`src/rtl/wptr_full.sv`:
```
// Write-side pointer logic for an asynchronous FIFO. It keeps the binary and Gray write
// pointers and derives full, almost-full, fill level and overflow from the synchronised read pointer.
module wptr_full #(
    parameter int ADDR_WIDTH   = 4,
    parameter int AFULL_THRESH = 12
) (
    input  logic                  wclk,
    input  logic                  wrst,
    input  logic                  winc,
    input  logic                  wclr_ovf,
    input  logic [ADDR_WIDTH:0]   wq2_rptr,
    output logic                  wen,
    output logic [ADDR_WIDTH-1:0] waddr,
    output logic [ADDR_WIDTH:0]   wptr,
    output logic                  wfull,
    output logic                  walmost_full,
    output logic [ADDR_WIDTH:0]   wlevel,
    output logic                  woverflow
);

    localparam int PW = ADDR_WIDTH + 1;
    localparam logic [PW-1:0] AFULL_VAL = PW'(AFULL_THRESH);

    logic [PW-1:0] wbin_reg;
    logic [PW-1:0] wbin_next;
    logic [PW-1:0] wgray_next;
    logic [PW-1:0] rbin;
    logic [PW-1:0] level_next;
    logic [PW-1:0] full_gray;

    assign wen        = winc & ~wfull;
    assign waddr      = wbin_reg[ADDR_WIDTH-1:0];
    assign wbin_next  = wbin_reg + PW'(wen);
    assign wgray_next = (wbin_next >> 1) ^ wbin_next;

    // Gray-to-binary: each binary bit is the XOR of all Gray bits at or above it.
    assign rbin[PW-1] = wq2_rptr[PW-1];
    generate
        for (genvar gi = PW - 2; gi >= 0; gi--) begin : g_g2b
            assign rbin[gi] = rbin[gi+1] ^ wq2_rptr[gi];
        end
    endgenerate

    // Full when the write pointer is exactly one lap ahead: top two Gray bits inverted.
    assign full_gray  = {~wq2_rptr[PW-1:PW-2], wq2_rptr[PW-3:0]};
    assign level_next = wbin_next - rbin;

    always_ff @(posedge wclk or posedge wrst) begin
        if (wrst) begin
            wbin_reg     <= '0;
            wptr         <= '0;
            wfull        <= 1'b0;
            walmost_full <= 1'b0;
            wlevel       <= '0;
            woverflow    <= 1'b0;
        end else begin
            wbin_reg     <= wbin_next;
            wptr         <= wgray_next;
            wfull        <= (wgray_next == full_gray);
            walmost_full <= (level_next >= AFULL_VAL);
            wlevel       <= level_next;
            if (winc & wfull)
                woverflow <= 1'b1;
            else if (wclr_ovf)
                woverflow <= 1'b0;
        end
    end

endmodule

```
`config.mk`:
```
export PLATFORM = sky130hd
export DESIGN_NAME = wptr_full
export DESIGN_NICKNAME = d
export VERILOG_FILES = /design/src/rtl/wptr_full.sv
export SDC_FILE = /design/constraint.sdc
export NUM_CORES = 1
export LEC_CHECK = 0
export BUFFER_PORTS_ARGS = -buffer_cell sky130_fd_sc_hd__buf_2
export CAP_MARGIN = 15
export CORE_MARGIN = 2
export CORE_UTILIZATION = 25
export CTS_BUF_LIST = sky130_fd_sc_hd__clkbuf_2
export DETAILED_ROUTE_END_ITERATION = 10
export SYNTH_ARGS = -nofsm -noshare
export SYNTH_HDL_FRONTEND = slang
export SYNTH_SLANG_ARGS = --single-unit
```
`constraint.sdc`:
```
create_clock -name wclk -period 2.75 [get_ports wclk]
set_clock_uncertainty 0.1 [all_clocks]
set_input_delay 0.1375 -clock wclk [delete_from_list [all_inputs] [get_ports wclk]]
set_output_delay 0.1375 -clock wclk [all_outputs]
set_load 0.01 [all_outputs]
```
==> Yosys cells after proc, flatten, opt, wreduce, memory -nomap -nowiden <==
Cells that the tools add are included.
{ "word_totals": {"ff_bits": 18, "in_bits": 9, "output_inout_bits": 18, "elab_cells": 22} }
{ "op_classes": {"add_sub_neg": 2, "n_lt_le_gt_ge": 1, "eq_ne": 1, "n_mux": 2, "n_bitwise": 9, "reduce_logical": 1} }
{ "op_table": {"columns": ["operator", "n"], "rows": [
  ["5-bit by 1-bit adder with 5-bit output", 1],
  ["5-bit equality test", 1],
  ["5-bit by 4-bit greater-or-equal comparator with 1-bit output (second input constant)", 1],
  ["5-bit subtractor", 1],
  ["4-bit by 5-bit XOR with 5-bit output", 1],
  ["1-bit XOR", 4],
  ["1-bit bitwise AND", 2],
  ["1-bit 2-to-1 mux", 2],
  ["2-bit inverter", 1],
  ["2-bit nonzero test", 1],
  ["1-bit inverter", 1]
]} }

==> Logic depth before layout (Yosys ltp) <==
{ "depth": {"depth_word": 6, "mapped_depth": 10, "ltp_nobuf": 10} }

==> Least setup slack after synthesis <==
No wires, ideal clock.
{ "synth_path": {"kind": "register to register", "from": "reg wfull", "to": "reg walmost_full", "setup_time_ps": 138, "arrival_ps": 2613, "required_ps": 2512, "setup_slack_ps": -102, "stages_incl_launch_ff": 10, "n_path_buf": 0, "period_less_slack_ps": 2852, "cell_sequence": "dfrtp_1 nor2b_1 ha_1 ha_1 xor2_2 ha_1 nor2b_1 o21ai_1 a21oi_1 or4b_1"} }
{ "synth_via": {"elab_chain_cells": 5} }
{ "synth_lines": {"columns": ["item", "line", "source"], "rows": [
  ["start, declared", "15", "output logic wfull,"],
  ["start signal, assigned", "59", "wfull <= (wgray_next == full_gray);"],
  ["1-bit inverter", "31", "assign wen = winc & ~wfull;"],
  ["1-bit bitwise AND", "31", null],
  ["net wen", "12", "output logic wen,"],
  ["5-bit by 1-bit adder with 5-bit output", "33", "assign wbin_next = wbin_reg + PW'(wen);"],
  ["net wbin_next[2]", "25", "logic [PW-1:0] wbin_next;"],
  ["5-bit subtractor", "46", "assign level_next = wbin_next - rbin;"],
  ["5-bit by 4-bit greater-or-equal comparator with 1-bit output", "60", "walmost_full <= (level_next >= AFULL_VAL);"],
  ["end signal, assigned", "60", null],
  ["end, declared", "16", "output logic walmost_full,"]
]} }
The timed path passes the listed nets, and every way through them passes these cells.
A chain may end at the register's enable or synchronous reset.

==> Worst setup path after layout <==
{ "layout_path": {"from": "reg wfull", "to": "reg walmost_full"} }
{ "layout_via": {"elab_chain_cells": 5} }
{ "layout_lines": {"columns": ["item", "line"], "rows": [
  ["1-bit inverter", "31"],
  ["1-bit bitwise AND", "31"],
  ["5-bit by 1-bit adder with 5-bit output", "33"],
  ["net wbin_next[2]", "25"],
  ["5-bit subtractor", "46"],
  ["5-bit by 4-bit greater-or-equal comparator with 1-bit output", "60"]
]} }
The timed path passes the listed nets, and every way through them passes these cells.

==> results.toml <==
[cts]
htree_levels = 1
cts_made_buffers = 3
cts.sink_count = 17
cts_root_buf = "clkbuf_2"
cts_tree = "yes"
cts.clk_slew.worst_paths_ns = 0.19
worst_skew_pair.late_latency_ns = 0.31
ctsLongestPathBuffers = 2

[logic_synthesis]
synth_top_family_by_area = "XOR/XNOR gates"
synth_top_area_share_pct = 44.4
ys_ff_latch = 17
ys_types = 28
syn_area_per_cell_um2 = 11.5
yosys.area_share.simple_pct = 9.80
synth_fa_ha_area_share_pct = 9.93
synth_compound_area_share_pct = 7.06
synth_xor_area_share_pct = 23.3
synth.area.mux_share_pct = 1.05
yosys.area.top_type = "dfrtp_1"
yosys_warnings = 0
synth.area.top_cells = "dfrtp_1, xnor2_1, ha_1"
syn_inst = 83
seq_area_frac_synth_pct = 44.4
synth_area_um2 = 957
synth.net_count = 99

[finish]
fillers = 366
num_antenna_cells = 0
synthToLayoutAreaGrowth_pct = 34.8
layout.cells.non_filler = 173
nets = 142
mostFrequentLayoutCells = "buf_2, dfrtp_1, xnor2_1"
drive_gt1_share_pct = 41.6
fin_util_pct = 35.2
final_common_cell = "buf_2"

[global_routing]
grtUsageTotal_pct = 9.03
grt_overflow = 0
grt_pass1_wl_um = 2970
grt_max_degree = 18
grt_pass1_vias = 691
antenna_found_initial = 0

[power]
leakagePower_nw = 0.625
peakVddDrop_uv = 277
p_per_area_mw_per_mm2 = 1330

[sta]
fmax_mhz = 379
rsz0062_at_grt = "no"
finalSetupViolCount = 0
worst_pin_slew_ns = 0.640
finalSetupTns_ns = 0
hold_viol_final = 0
post-route-min-period_ns = 2.64
finalCritPeriodShare_pct = 95.9
maxSlewHeadroom_pct = 57.3
slew_viol_final = 0
whs_ns = 0.0779
layout_setup_ws_ns = 0.114

[floorplan]
initial_utilization_pct = 26.1
fp.dieW_um = 65.9
core_area_mm2 = 0.00366
die_y_um = 65.9
dieArea_mm2 = 0.00434
rows = 22
io-pin-count = 27

[worst_hold_path]
hold_end = "wfull"
holdPathStages = 4
hp-start = "wq2_rptr[0]"
min_path_type = "in -> reg"

[worst_setup_path]
endpoint_kind = "register"
reg2regPathDepth = 9
start_kind = "register"
cp_max_fo = 6
slowest_stage = "or4b_1"
crit_required_ns = 2.81
r2r_start = "wfull"
reg2reg_to = "walmost_full"
r2r_slack_ns = 0.11
critical_path.most_common_cell = "ha_2"
worstPathArrival_ns = 2.70
critPathKind = "reg -> reg"
cp_cell_sequence = "nor2b_2, ha_4, ha_2, xor2_2, ha_2, nor2b_1, o21ai_1, a21oi_1, or4b_1"
cpPeakStageDelay_ns = 0.52

[placed_design]
place_inst = 165
dp_hpwl_um = 1500
place_congestion = 0.731
post-place-ws_ns = -0.131
io_buffers = 26

[routing]
remaining_drc_errors = 0
wl_per_cell_um = 10.7
drt_iter0_markers = 13
vias = 700
viasPerCell = 4.05
routed_wirelength_um = 1850
firstDrtPassIters = 4
ant_nets = 0

[flow_run]
maxCapViolCount = 0

[run_status]
status = "complete, no violations"
## layout make-up
cell class | count | area (um^2) | share of cell area, %
clock inverter | 1 | 5.00 | 0.388
tap | 48 | 60.1 | 4.66
clock buffer | 3 | 15.0 | 1.16
sequential | 17 | 425 | 33.0
inverter | 10 | 37.5 | 2.91
multi-input combinational | 55 | 512 | 39.7
timing repair buffer | 39 | 235 | 18.2
## synthesized netlist by cell type
| cell | number |
|---|---|
| a2111oi_2 | 1 |
| a21bo_2 | 1 |
| a21o_1 | 1 |
| a21oi_1 | 2 |
| a31oi_1 | 1 |
| and3_1 | 1 |
| buf_2 | 1 |
| dfrtp_1 | 17 |
| fa_1 | 1 |
| ha_1 | 6 |
| inv_1 | 10 |
| mux2i_1 | 1 |
| nand2_1 | 3 |
| nand3_1 | 4 |
| nand4_1 | 1 |
| nand4b_1 | 1 |
| nor2b_1 | 2 |
| nor4_1 | 1 |
| o21ai_0 | 1 |
| o21ai_1 | 1 |
| o2bb2ai_1 | 1 |
| or2_2 | 1 |
| or3_1 | 1 |
| or4b_1 | 1 |
| xnor2_1 | 12 |
| xnor2_2 | 2 |
| xor2_1 | 6 |
| xor2_2 | 2 |
## what timing repair did
| action | 4_1_cts | 5_1_grt |
|---|---|---|
| resized for setup | 0 | 4 |
| hold buffers | 3 | 0 |
| endpoints found under the setup margin | 0 | 1 |
| hold endpoints to repair | 18 | 0 |
| buffers inserted | 0 | 1 |
## critical path, delay by kind of cell (launching register included)
kind                     cells  cell delay (ns)
flip-flops                   1             0.43
AO/OA/AOI/OAI                2             0.24
AND/OR/NAND/NOR              3             0.82
XOR/XNOR                     1             0.18
adder cells (fa/ha/maj)      3             0.71
## stage by stage
stage | area, um^2 | total power [mW]
after floorplan | 962 | 1.23
after global placement | 1210 | 1.56
after detailed placement | 1210 | 1.58
after CTS | 1260 | 1.71
after global routing | 1290 | 1.88
final | 1290 | 1.72
## kinds of logic (layout without fill, tap and decap cells)
logic type | Yosys count | after routing
buf+inv | 11 | 53
flops | 17 | 17
xor+xnor | 22 | 22
fa+ha+maj | 7 | 7
simple gates | 16 | 16
compound gates | 9 | 9
mux | 1 | 1
## where the power goes
group | internal [mW] | switching (mW) | total (mW) | leakage (nW)
logic | 0.582 | 0.545 | 1.13 | 0.405
clock network | 0.0329 | 0.0803 | 0.113 | 0.0164
registers | 0.386 | 0.0902 | 0.476 | 0.203
total | 1.00 | 0.715 | 1.72 | 0.625
## how the worst max path moves through the flow
stage / slack [ns] / from / end
2_1_floorplan: 0.02 / wfull / walmost_full
3_3_place_gp: -0.04 / wq2_rptr[4] / walmost_full
3_5_place_dp: -0.13 / wq2_rptr[4] / walmost_full
4_1_cts: 0.005 / wfull / walmost_full
5_1_grt: 0.01 / wfull / walmost_full
6_report: 0.11 / wfull / walmost_full
## layer usage
layer,vias to the layer above,GRT usage [%],share of wire (%)
li1,357,-,-
met5,-,0,0
met2,20,15.4,47
met1,321,10.8,47
met4,0,4.69,0.76
met3,2,1.53,5.4
Note: power is estimated with default switching activity, not from simulation.
